$ cat src/rtl/efuse_array_rsp.sv
// efuse_array_rsp: 256-bit one-time-programmable fuse array model with protocol checking.
// Latency: rsp_pgm_done one cycle after the aen fall of an accepted program; read byte registered.
// Backpressure: none; the controller drives the access strobes, so protocol violations raise a sticky error.
//
// Ports:
//   clk, rst_n         single clock, asynchronous active-low reset
//   efuse_pgmen_i      program mode
//   efuse_rden_i       read mode
//   efuse_aen_i        access strobe (pulse width sets program/read timing)
//   efuse_addr_i       program: bit index [7:0]; read: byte index [4:0]
//   rsp_err_clr        clears the sticky error and its code
//   efuse_rdata_o      read byte (8'h00 when not valid)
//   rsp_pgm_done       one-cycle pulse per accepted program
//   rsp_err            sticky protocol error
//   rsp_err_code       first error captured: 1 both modes, 2 addr change, 3 no mode,
//                      4 mode dropped, 5 short program pulse
//   rsp_pgm_cnt        number of bits newly blown since reset
//
// Build option: EFUSE_RSP_TIMING_CHK_EN enforces TPGM_MIN / TRD_MIN pulse widths
// and error 5; without it any program pulse is accepted and read data is valid
// the cycle after the aen rise.

module efuse_array_rsp #(
  parameter int           TPGM_MIN = 16,
  parameter int           TRD_MIN  = 8,
  parameter logic [255:0] INIT_VAL = 256'h0
) (
  input  logic       clk,
  input  logic       rst_n,
  input  logic       efuse_pgmen_i,
  input  logic       efuse_rden_i,
  input  logic       efuse_aen_i,
  input  logic [7:0] efuse_addr_i,
  input  logic       rsp_err_clr,
  output logic [7:0] efuse_rdata_o,
  output logic       rsp_pgm_done,
  output logic       rsp_err,
  output logic [2:0] rsp_err_code,
  output logic [8:0] rsp_pgm_cnt
);

`ifdef EFUSE_RSP_TIMING_CHK_EN
  localparam bit TIMING_CHK = 1'b1;
`else
  localparam bit TIMING_CHK = 1'b0;
`endif

  // Minimum number of aen-high cycles; with checking off a single cycle suffices.
  localparam logic [10:0] PGM_LEN = TIMING_CHK ? 11'(TPGM_MIN) : 11'd1;
  localparam logic [10:0] RD_LEN  = TIMING_CHK ? 11'(TRD_MIN)  : 11'd1;

  typedef enum logic [1:0] {
    IDLE      = 2'd0,
    PGM_PULSE = 2'd1,
    RD_PULSE  = 2'd2
  } state_t;

  state_t         state_q, state_d;
  logic           aen_q;
  logic           aen_rise;
  logic [7:0]     addr_q;
  logic [9:0]     cnt_q, cnt_d;
  logic [255:0]   fuse_q;

  logic           err1, err2, err3, err4, err5, err_vld;
  logic [2:0]     err_code;
  logic           pgm_start, rd_start, pgm_accept, rd_load;
  logic [10:0]    pgm_len, rd_len;
  logic [4:0]     rd_idx;
  logic [7:0]     rd_byte;

  assign aen_rise = efuse_aen_i & ~aen_q;

  // Pulse length seen at the aen fall: counter was cleared on the rise cycle
  // and advanced on every later high cycle.
  assign pgm_len = {1'b0, cnt_q} + 11'd1;

  // Protocol checks, evaluated every cycle.
  assign err1 = efuse_pgmen_i & efuse_rden_i;
  assign err2 = (state_q != IDLE) & efuse_aen_i & (efuse_addr_i != addr_q);
  assign err3 = (state_q == IDLE) & aen_rise & ~efuse_pgmen_i & ~efuse_rden_i;
  assign err4 = efuse_aen_i & (((state_q == PGM_PULSE) & ~efuse_pgmen_i) |
                               ((state_q == RD_PULSE)  & ~efuse_rden_i));
  assign err5 = TIMING_CHK & (state_q == PGM_PULSE) & ~efuse_aen_i & (pgm_len < PGM_LEN);
  assign err_vld = err1 | err2 | err3 | err4 | err5;

  // Lowest code wins when several violations coincide.
  always_comb begin
    err_code = 3'd0;
    if (err1)      err_code = 3'd1;
    else if (err2) err_code = 3'd2;
    else if (err3) err_code = 3'd3;
    else if (err4) err_code = 3'd4;
    else if (err5) err_code = 3'd5;
  end

  always_ff @(posedge clk or negedge rst_n) begin
    if (!rst_n) state_q <= IDLE;
    else        state_q <= state_d;
  end

  always_comb begin
    state_d    = state_q;
    pgm_start  = 1'b0;
    rd_start   = 1'b0;
    pgm_accept = 1'b0;
    case (state_q)
      IDLE: begin
        if (aen_rise && efuse_pgmen_i && !efuse_rden_i) begin
          state_d   = PGM_PULSE;
          pgm_start = 1'b1;
        end else if (aen_rise && efuse_rden_i && !efuse_pgmen_i) begin
          state_d  = RD_PULSE;
          rd_start = 1'b1;
        end
      end
      PGM_PULSE: begin
        if (!efuse_aen_i) begin
          state_d    = IDLE;
          pgm_accept = 1'b1;
        end
      end
      RD_PULSE: begin
        if (!efuse_aen_i) state_d = IDLE;
      end
      default: state_d = IDLE;
    endcase
    // Any violation aborts the access without touching the array.
    if (err_vld) begin
      state_d    = IDLE;
      pgm_start  = 1'b0;
      rd_start   = 1'b0;
      pgm_accept = 1'b0;
    end
  end

  always_comb begin
    if (pgm_start || rd_start)                    cnt_d = '0;
    else if ((state_q != IDLE) && efuse_aen_i)    cnt_d = (cnt_q == 10'h3FF) ? cnt_q : cnt_q + 10'd1;
    else                                          cnt_d = cnt_q;
  end

  // Read data is captured on the edge where the pulse reaches its required
  // length, so it appears the following cycle. On the rise cycle the address
  // is not latched yet, so take it straight from the port.
  assign rd_len  = {1'b0, cnt_d} + 11'd1;
  assign rd_load = efuse_rden_i & (rd_start | ((state_q == RD_PULSE) & efuse_aen_i & ~err_vld)) &
                   (rd_len >= RD_LEN);
  assign rd_idx  = (state_q == IDLE) ? efuse_addr_i[4:0] : addr_q[4:0];
  assign rd_byte = fuse_q[{rd_idx, 3'b000} +: 8];

  always_ff @(posedge clk or negedge rst_n) begin
    if (!rst_n) begin
      aen_q         <= 1'b0;
      addr_q        <= '0;
      cnt_q         <= '0;
      fuse_q        <= INIT_VAL;
      efuse_rdata_o <= 8'h00;
      rsp_pgm_done  <= 1'b0;
      rsp_pgm_cnt   <= '0;
      rsp_err       <= 1'b0;
      rsp_err_code  <= 3'd0;
    end else begin
      aen_q        <= efuse_aen_i;
      cnt_q        <= cnt_d;
      rsp_pgm_done <= pgm_accept;

      if (pgm_start || rd_start) addr_q <= efuse_addr_i;

      // Fuses only ever blow; the count tracks bits that were still intact.
      if (pgm_accept) begin
        fuse_q[addr_q] <= 1'b1;
        if (!fuse_q[addr_q]) rsp_pgm_cnt <= rsp_pgm_cnt + 9'd1;
      end

      if (!efuse_rden_i)  efuse_rdata_o <= 8'h00;
      else if (rd_load)   efuse_rdata_o <= rd_byte;
      else if (rd_start)  efuse_rdata_o <= 8'h00;

      // First error sticks; a clear in the same cycle as a new error lets the
      // new code in.
      if (err_vld && (!rsp_err || rsp_err_clr)) begin
        rsp_err      <= 1'b1;
        rsp_err_code <= err_code;
      end else if (!err_vld && rsp_err_clr) begin
        rsp_err      <= 1'b0;
        rsp_err_code <= 3'd0;
      end
    end
  end

endmodule

$ cat config.mk
export PLATFORM = sky130hd
export DESIGN_NAME = efuse_array_rsp
export DESIGN_NICKNAME = d
export VERILOG_FILES = /design/src/rtl/efuse_array_rsp.sv
export SDC_FILE = /design/constraint.sdc
export NUM_CORES = 1
export LEC_CHECK = 0
export CAP_MARGIN = 20
export CORE_MARGIN = 2
export CORE_UTILIZATION = 51
export CTS_CLUSTER_DIAMETER = 50
export CTS_CLUSTER_SIZE = 16
export DETAILED_ROUTE_END_ITERATION = 12
export PLACE_DENSITY = 0.66
export SLEW_MARGIN = 20
export SYNTH_ARGS = -nofsm -noshare
export SYNTH_HDL_FRONTEND = slang
export SYNTH_SLANG_ARGS = --single-unit
export TNS_END_PERCENT = 1
$ cat constraint.sdc
create_clock -name clk -period 6.56 [get_ports clk]
set_input_delay 1.968 -clock clk [delete_from_list [all_inputs] [get_ports clk]]
set_output_delay 1.968 -clock clk [all_outputs]
set_load 0.03 [all_outputs]
# Yosys cells after proc, flatten, opt, wreduce, memory -nomap -nowiden
# Cells that the tools add are included.
[word_totals] regBits=299 input_bits=14 out_inout_bits=22
[classes] add_sub_neg=3 magnitude_cmp=3 n_eq_ne=7 shift=1 mux=34 bitwise_logic=25 reduce_logical=20
[op_table] op="$or A256 B256 Y256" count=1
[op_table] op="$shiftx A256 B9 Y8" count=1
[op_table] op="$mux W10" count=3
[op_table] op="$mux W8" count=3
[op_table] op="$mux W3" count=6
[op_table] op="$and A1 B1 Y1" count=14
[op_table] op="$mux W1" count=14
[op_table] op="$add A10 B1 Y11 const B" count=1
[op_table] op="$ge A11 B1 Y1 const B" count=1
[op_table] op="$add A10 B1 Y10 const B" count=1
[op_table] op="$eq A10 B10 Y1 const B" count=1
[op_table] op="$add A9 B1 Y9 const B" count=1
[op_table] op="$lt A8 B9 Y1 const B" count=1
[op_table] op="$bmux W1 S8" count=1
[op_table] op="$demux W1 S8" count=1
[op_table] op="$ge A8 B1 Y1 const B" count=1
[op_table] op="$logic_and A1 B1 Y1" count=8
[op_table] op="$mux W2" count=4
[op_table] op="$ne A8 B8 Y1" count=1
[op_table] op="$mux W5" count=1
[op_table] op="$not A1 Y1" count=5
[op_table] op="$or A1 B1 Y1" count=5
[op_table] op="$logic_not A1 Y1" count=4
[op_table] op="$ne A4 B4 Y1 const B" count=1
[op_table] op="10 further kinds" count=13

# Longest topological paths before layout
[logic_depth] word_depth=15 ltp_mapped=15

# Least setup slack after synthesis
# No wires, ideal clock.
[synth_path] path_type="in2reg" start="input port efuse_rden_i" end="register efuse_rdata_o[6]" setup_time_ns=0.127 t_arrival_ns=4.419 t_required_ns=6.433 setup_slack_ns=2.014 path_stages=13 n_path_buf=4 path_cell_list="clkbuf_1 > nor2b_1 > o21ai_1 > and4_1 > clkbuf_1 > clkbuf_1 > or2_2 > ha_1 > nor4_1 > nand2_1 > o31a_1 > buf_4 > mux2i_1"
[synth_via] elab_chain_cells=13 word_cells_on_any_way=32 classes_between="add/sub (1); order compare (1); eq/ne (1); mux (10); bitwise (14); reduce/logical (5)"
[synth_rtl] element="from (decl)" line="31" text="input logic efuse_rden_i,"
[synth_rtl] element="$not A1 Y1 / $logic_and A1 B1 Y1 (equally long branches)" line="81, 83, 112"
[synth_rtl] element="$and A1 B1 Y1 / $logic_and A1 B1 Y1 (equally long branches)" line="83, 112"
[synth_rtl] element="$or A1 B1 Y1 / $mux W1 (equally long branches)" line="82, 112"
[synth_rtl] element="$and A1 B1 Y1 / $mux W1 (equally long branches)" line="82, 109"
[synth_rtl] element="$or A1 B1 Y1 / $mux W1 (equally long branches)" line="85, 107"
[synth_rtl] element="$mux W1" line="129" text="if (err_vld) begin"
[synth_rtl] element="$logic_or A1 B1 Y1" line="138" text="if (pgm_start || rd_start) cnt_d = '0;"
[synth_rtl] element="$mux W10" line="138"
[synth_rtl] element="$add A10 B1 Y11" line="146" text="assign rd_len = {1'b0, cnt_d} + 11'd1;"
[synth_rtl] element="$ge A11 B1 Y1" line="148" text="(rd_len >= RD_LEN);"
[synth_rtl] element="$and A1 B1 Y1" line="147" text="assign rd_load = efuse_rden_i & (rd_start | ((state_q == RD_PULSE) & efuse_aen_i & ~err_vld)) &"
[synth_rtl] element="$mux W8" line="177" text="else if (rd_load) efuse_rdata_o <= rd_byte;"
[synth_rtl] element="$mux W8" line="176" text="if (!efuse_rden_i) efuse_rdata_o <= 8'h00;"
[synth_rtl] element="to (signal assigned)" line="177"
[synth_rtl] element="to (decl)" line="35" text="output logic [7:0] efuse_rdata_o,"
# Several ways; a longest one is shown, not always the timed one.
# A chain may end at the register's enable or synchronous reset.

# Final worst setup path
[layout_path] start="input port efuse_rden_i" end="register efuse_rdata_o[5]"
# Same word-level chain as after synthesis.

==> flow_summary.yaml <==
finish:
  final_util_pct: 57.9
  layout_common_cells: "296 x dfrtp_1, 166 x a21o_1, 128 x mux4_2"
  antenna_cells: 0
  layout.cells.non_filler: 1648
  drive_gt1_share_pct: 20.5
  final.fill_count: 2404
  fin_nets: 1255
  final_common_cell: "dfrtp_1"
  syn2layout_area_growth_pct: 11.5
sta:
  rsz0062_at_grt: "no"
  fin_skew_ns: 0.0190
  maxSlewHeadroom_pct: 32.6
  tightest_slew_ns: 1.01
  max_freq_mhz: 205
  min_period_ns: 4.88
  timing.final.hold_violations: 0
  slew_violations: 0
  tns_ns: 0
  finalCritPeriodShare_pct: 74.4
  setup-violations-final: 0
job:
  drv_cap: 0
global_routing:
  grt_max_degree: 124
  grt_usage_pct: 28.9
  grt_overflow: 0
  grt_pass1_wl_um: 68800
  antenna_found_initial: 1
  grt_pass1_vias: 11100
yosys:
  ys.flop_type: "dfrtp_1"
  synthXorXnorAreaFrac_pct: 1.14
  synth_fa_ha_area_share_pct: 0.568
  synth_compound_area_share_pct: 16.7
  avgSynthCellArea_um2: 12.6
  synth-edff-count: 0
  ys_ff_latch: 299
  synthTopCellsByArea: "dfrtp_1 48%, mux4_2 19%, a21o_1 8.1%"
  synth_top_cell_area_share_pct: 48.5
  ys_seq_area_share_pct: 48.5
  synth_nets: 1249
  synth.area.mux_share_pct: 21.3
  yosys.area.top_type: "dfrtp_1"
  synthSimpleGateAreaFrac_pct: 8.45
  yosys_warnings: 0
  syn-cell-area_um2: 15400
  async_reset_ff_share_pct: 100
  synth_cell_type_count: 62
  synth_top_family_by_area: "multiplexers"
  synthCells: 1228
detailed_routing:
  drtAntennaViolNets: 0
  routed_wl_um: 44000
  drt_iter0_markers: 1308
  drc: 0
  via_per_inst: 6.70
  routedWlPerCell_um: 26.7
  dr_total_vias: 11000
  firstDrtPassIters: 6
power:
  p_switching_mw: 1.70
  p_leak_nw: 8.68
  p_total_mw: 4.95
  power_density_nw_per_um2: 287
  p_seq_share_pct: 42.5
  intPower_mw: 3.24
  ir_drop_mv: 0.229
  p_sw_share_pct: 34.4
  clkPwrFrac_pct: 34.3
  pwr-share-comb_pct: 23.1
setup_path:
  required_ns: 6.99
  crit_fanout: 13
  crit_path_end_kind: "flop"
  startpoint_type: "input pin"
  worstPathArrival_ns: 5.31
  worstSetupPathType: "input pin to flop"
clock_tree:
  cts_made_buffers: 30
  ctsRootBufferMaster: "clkbuf_16"
  post_cts_buffers: 0
  holdBufCountCts: 0
  cts_resized: 0
  cts.reportedPaths.clkPinSlew_ns: 0.06
  htreeDepth: 1
  cts.sinks: 299
  ctsLongestPathBuffers: 3
  cts_tree: "built"
  insertion_delay_ns: 0.58
floorplanning:
  io_pins: 36
  initial_core_util_pct: 51.9
  rows: 63
  core_um2: 29700
  die_w_um: 178
  die_y_um: 178
  die-area_um2: 31700
outcome:
  status: "completed"
placed_design:
  dp_cells: 1591
  dp_hpwl_um: 30000
  port_buffers: 35
  gp_congestion: 0.966
worst_hold_path:
  hold_path_class: "flop to flop"
cell usage after synthesis, types with 6 or more instances:
| cell type | instances |
|---|---|
| dfrtp_1 | 299 |
| a21o_1 | 166 |
| mux4_2 | 128 |
| nand2_1 | 115 |
| o21bai_1 | 80 |
| clkbuf_1 | 62 |
| nor2_1 | 39 |
| mux2i_1 | 32 |
| nand3_1 | 31 |
| buf_2 | 18 |
| nor3_1 | 16 |
| a31oi_1 | 15 |
| inv_1 | 15 |
| xor2_1 | 13 |
| a22oi_1 | 12 |
| nand4_1 | 12 |
| nor2b_1 | 12 |
| a31o_2 | 11 |
| and3_1 | 11 |
| nand2b_1 | 11 |
| o21ai_0 | 11 |
| a311oi_1 | 10 |
| a21oi_1 | 9 |
| buf_1 | 8 |
| nor4_1 | 8 |
| ha_1 | 7 |
| xnor2_1 | 7 |
| buf_4 | 6 |
| buf_6 | 6 |
stage by stage:
stage	setup WS, ns	hold slack (ns)	cell area [um^2]
final	1.68	0.472	17200
after CTS	1.71	0.477	17200
after floorplan	2.01	0.437	15400
after detailed placement	1.14	0.463	16200
after global placement	1.19	0.452	16200
after global routing	1.50	0.488	17200
power by group through the flow:
stage,Clock (mW),Sequential (mW),Combinational [mW]
after floorplan,0,2.01,0.816
after global placement,0,2.14,1.11
after detailed placement,0,2.14,1.12
after CTS,1.73,2.10,1.12
after global routing,1.80,2.12,1.21
final,1.70,2.10,1.15
cell families (layout without fill, tap and decap cells):
logic type      after synthesis  in the layout
simple gates                275            275
mux                         167            167
xor+xnor                     20             20
fa+ha+maj                     7              7
compound gates              344            344
buf+inv                     116            146
flops                       299            299
sequential cells by signal (all words and copies together) (netlist names):
register / cells
state_q: 2
rsp_err_code: 3
efuse_rdata_o: 8
fuse_q: 256
rsp_err: 1
cnt_q: 10
addr_q: 8
aen_q: 1
rsp_pgm_cnt: 9
rsp_pgm_done: 1
per-layer routing:
| layer | GRT usage (%) | vias up | share of wire (%) |
|---|---|---|---|
| met5 | 0 | - | 0 |
| met4 | 11.0 | 0 | 4.3 |
| met3 | 7.11 | 123 | 9.7 |
| met2 | 43.3 | 569 | 45 |
| met1 | 40.8 | 5689 | 41 |
| li1 | - | 4658 | - |
final cells by class:
type / count / area (um^2) / share of cell area [%]
Clock inverter: 21 / 196 / 1.14
Tap cell: 390 / 488 / 2.84
Timing Repair Buffer: 74 / 698 / 4.06
Multi-Input combinational cell: 813 / 7500 / 43.6
Inverter: 16 / 60.1 / 0.349
Clock buffer: 35 / 779 / 4.53
Sequential cell: 299 / 7490 / 43.5
path summary, 6_finish.rpt:
kind                                     start               end  slack (ns)  depth (start not counted)
min in group asynchronous                rst_n    rsp_pgm_cnt[3]        1.43                          1
max in group asynchronous                rst_n       fuse_q[213]        3.98                          2
worst max-delay path              efuse_rden_i  efuse_rdata_o[5]        1.68                         11
worst min register to register  rsp_pgm_cnt[8]    rsp_pgm_cnt[8]        0.47                          1
worst max register to register       addr_q[3]    rsp_pgm_cnt[1]        2.61                          7
worst min-delay path            rsp_pgm_cnt[8]    rsp_pgm_cnt[8]        0.47                          1
worst max-delay path: stages:
cell and delay, ns:
clkdlybuf4s50_1 0.62, nor2b_1 0.08, o21ai_1 0.34, and4_1 0.54, buf_4 0.26, nand2b_1 0.21
ha_1 0.26, nor4_1 0.29, nand2_1 0.09, o31a_1 0.46, mux2i_1 0.18
Power figures use the tool's default switching activity.
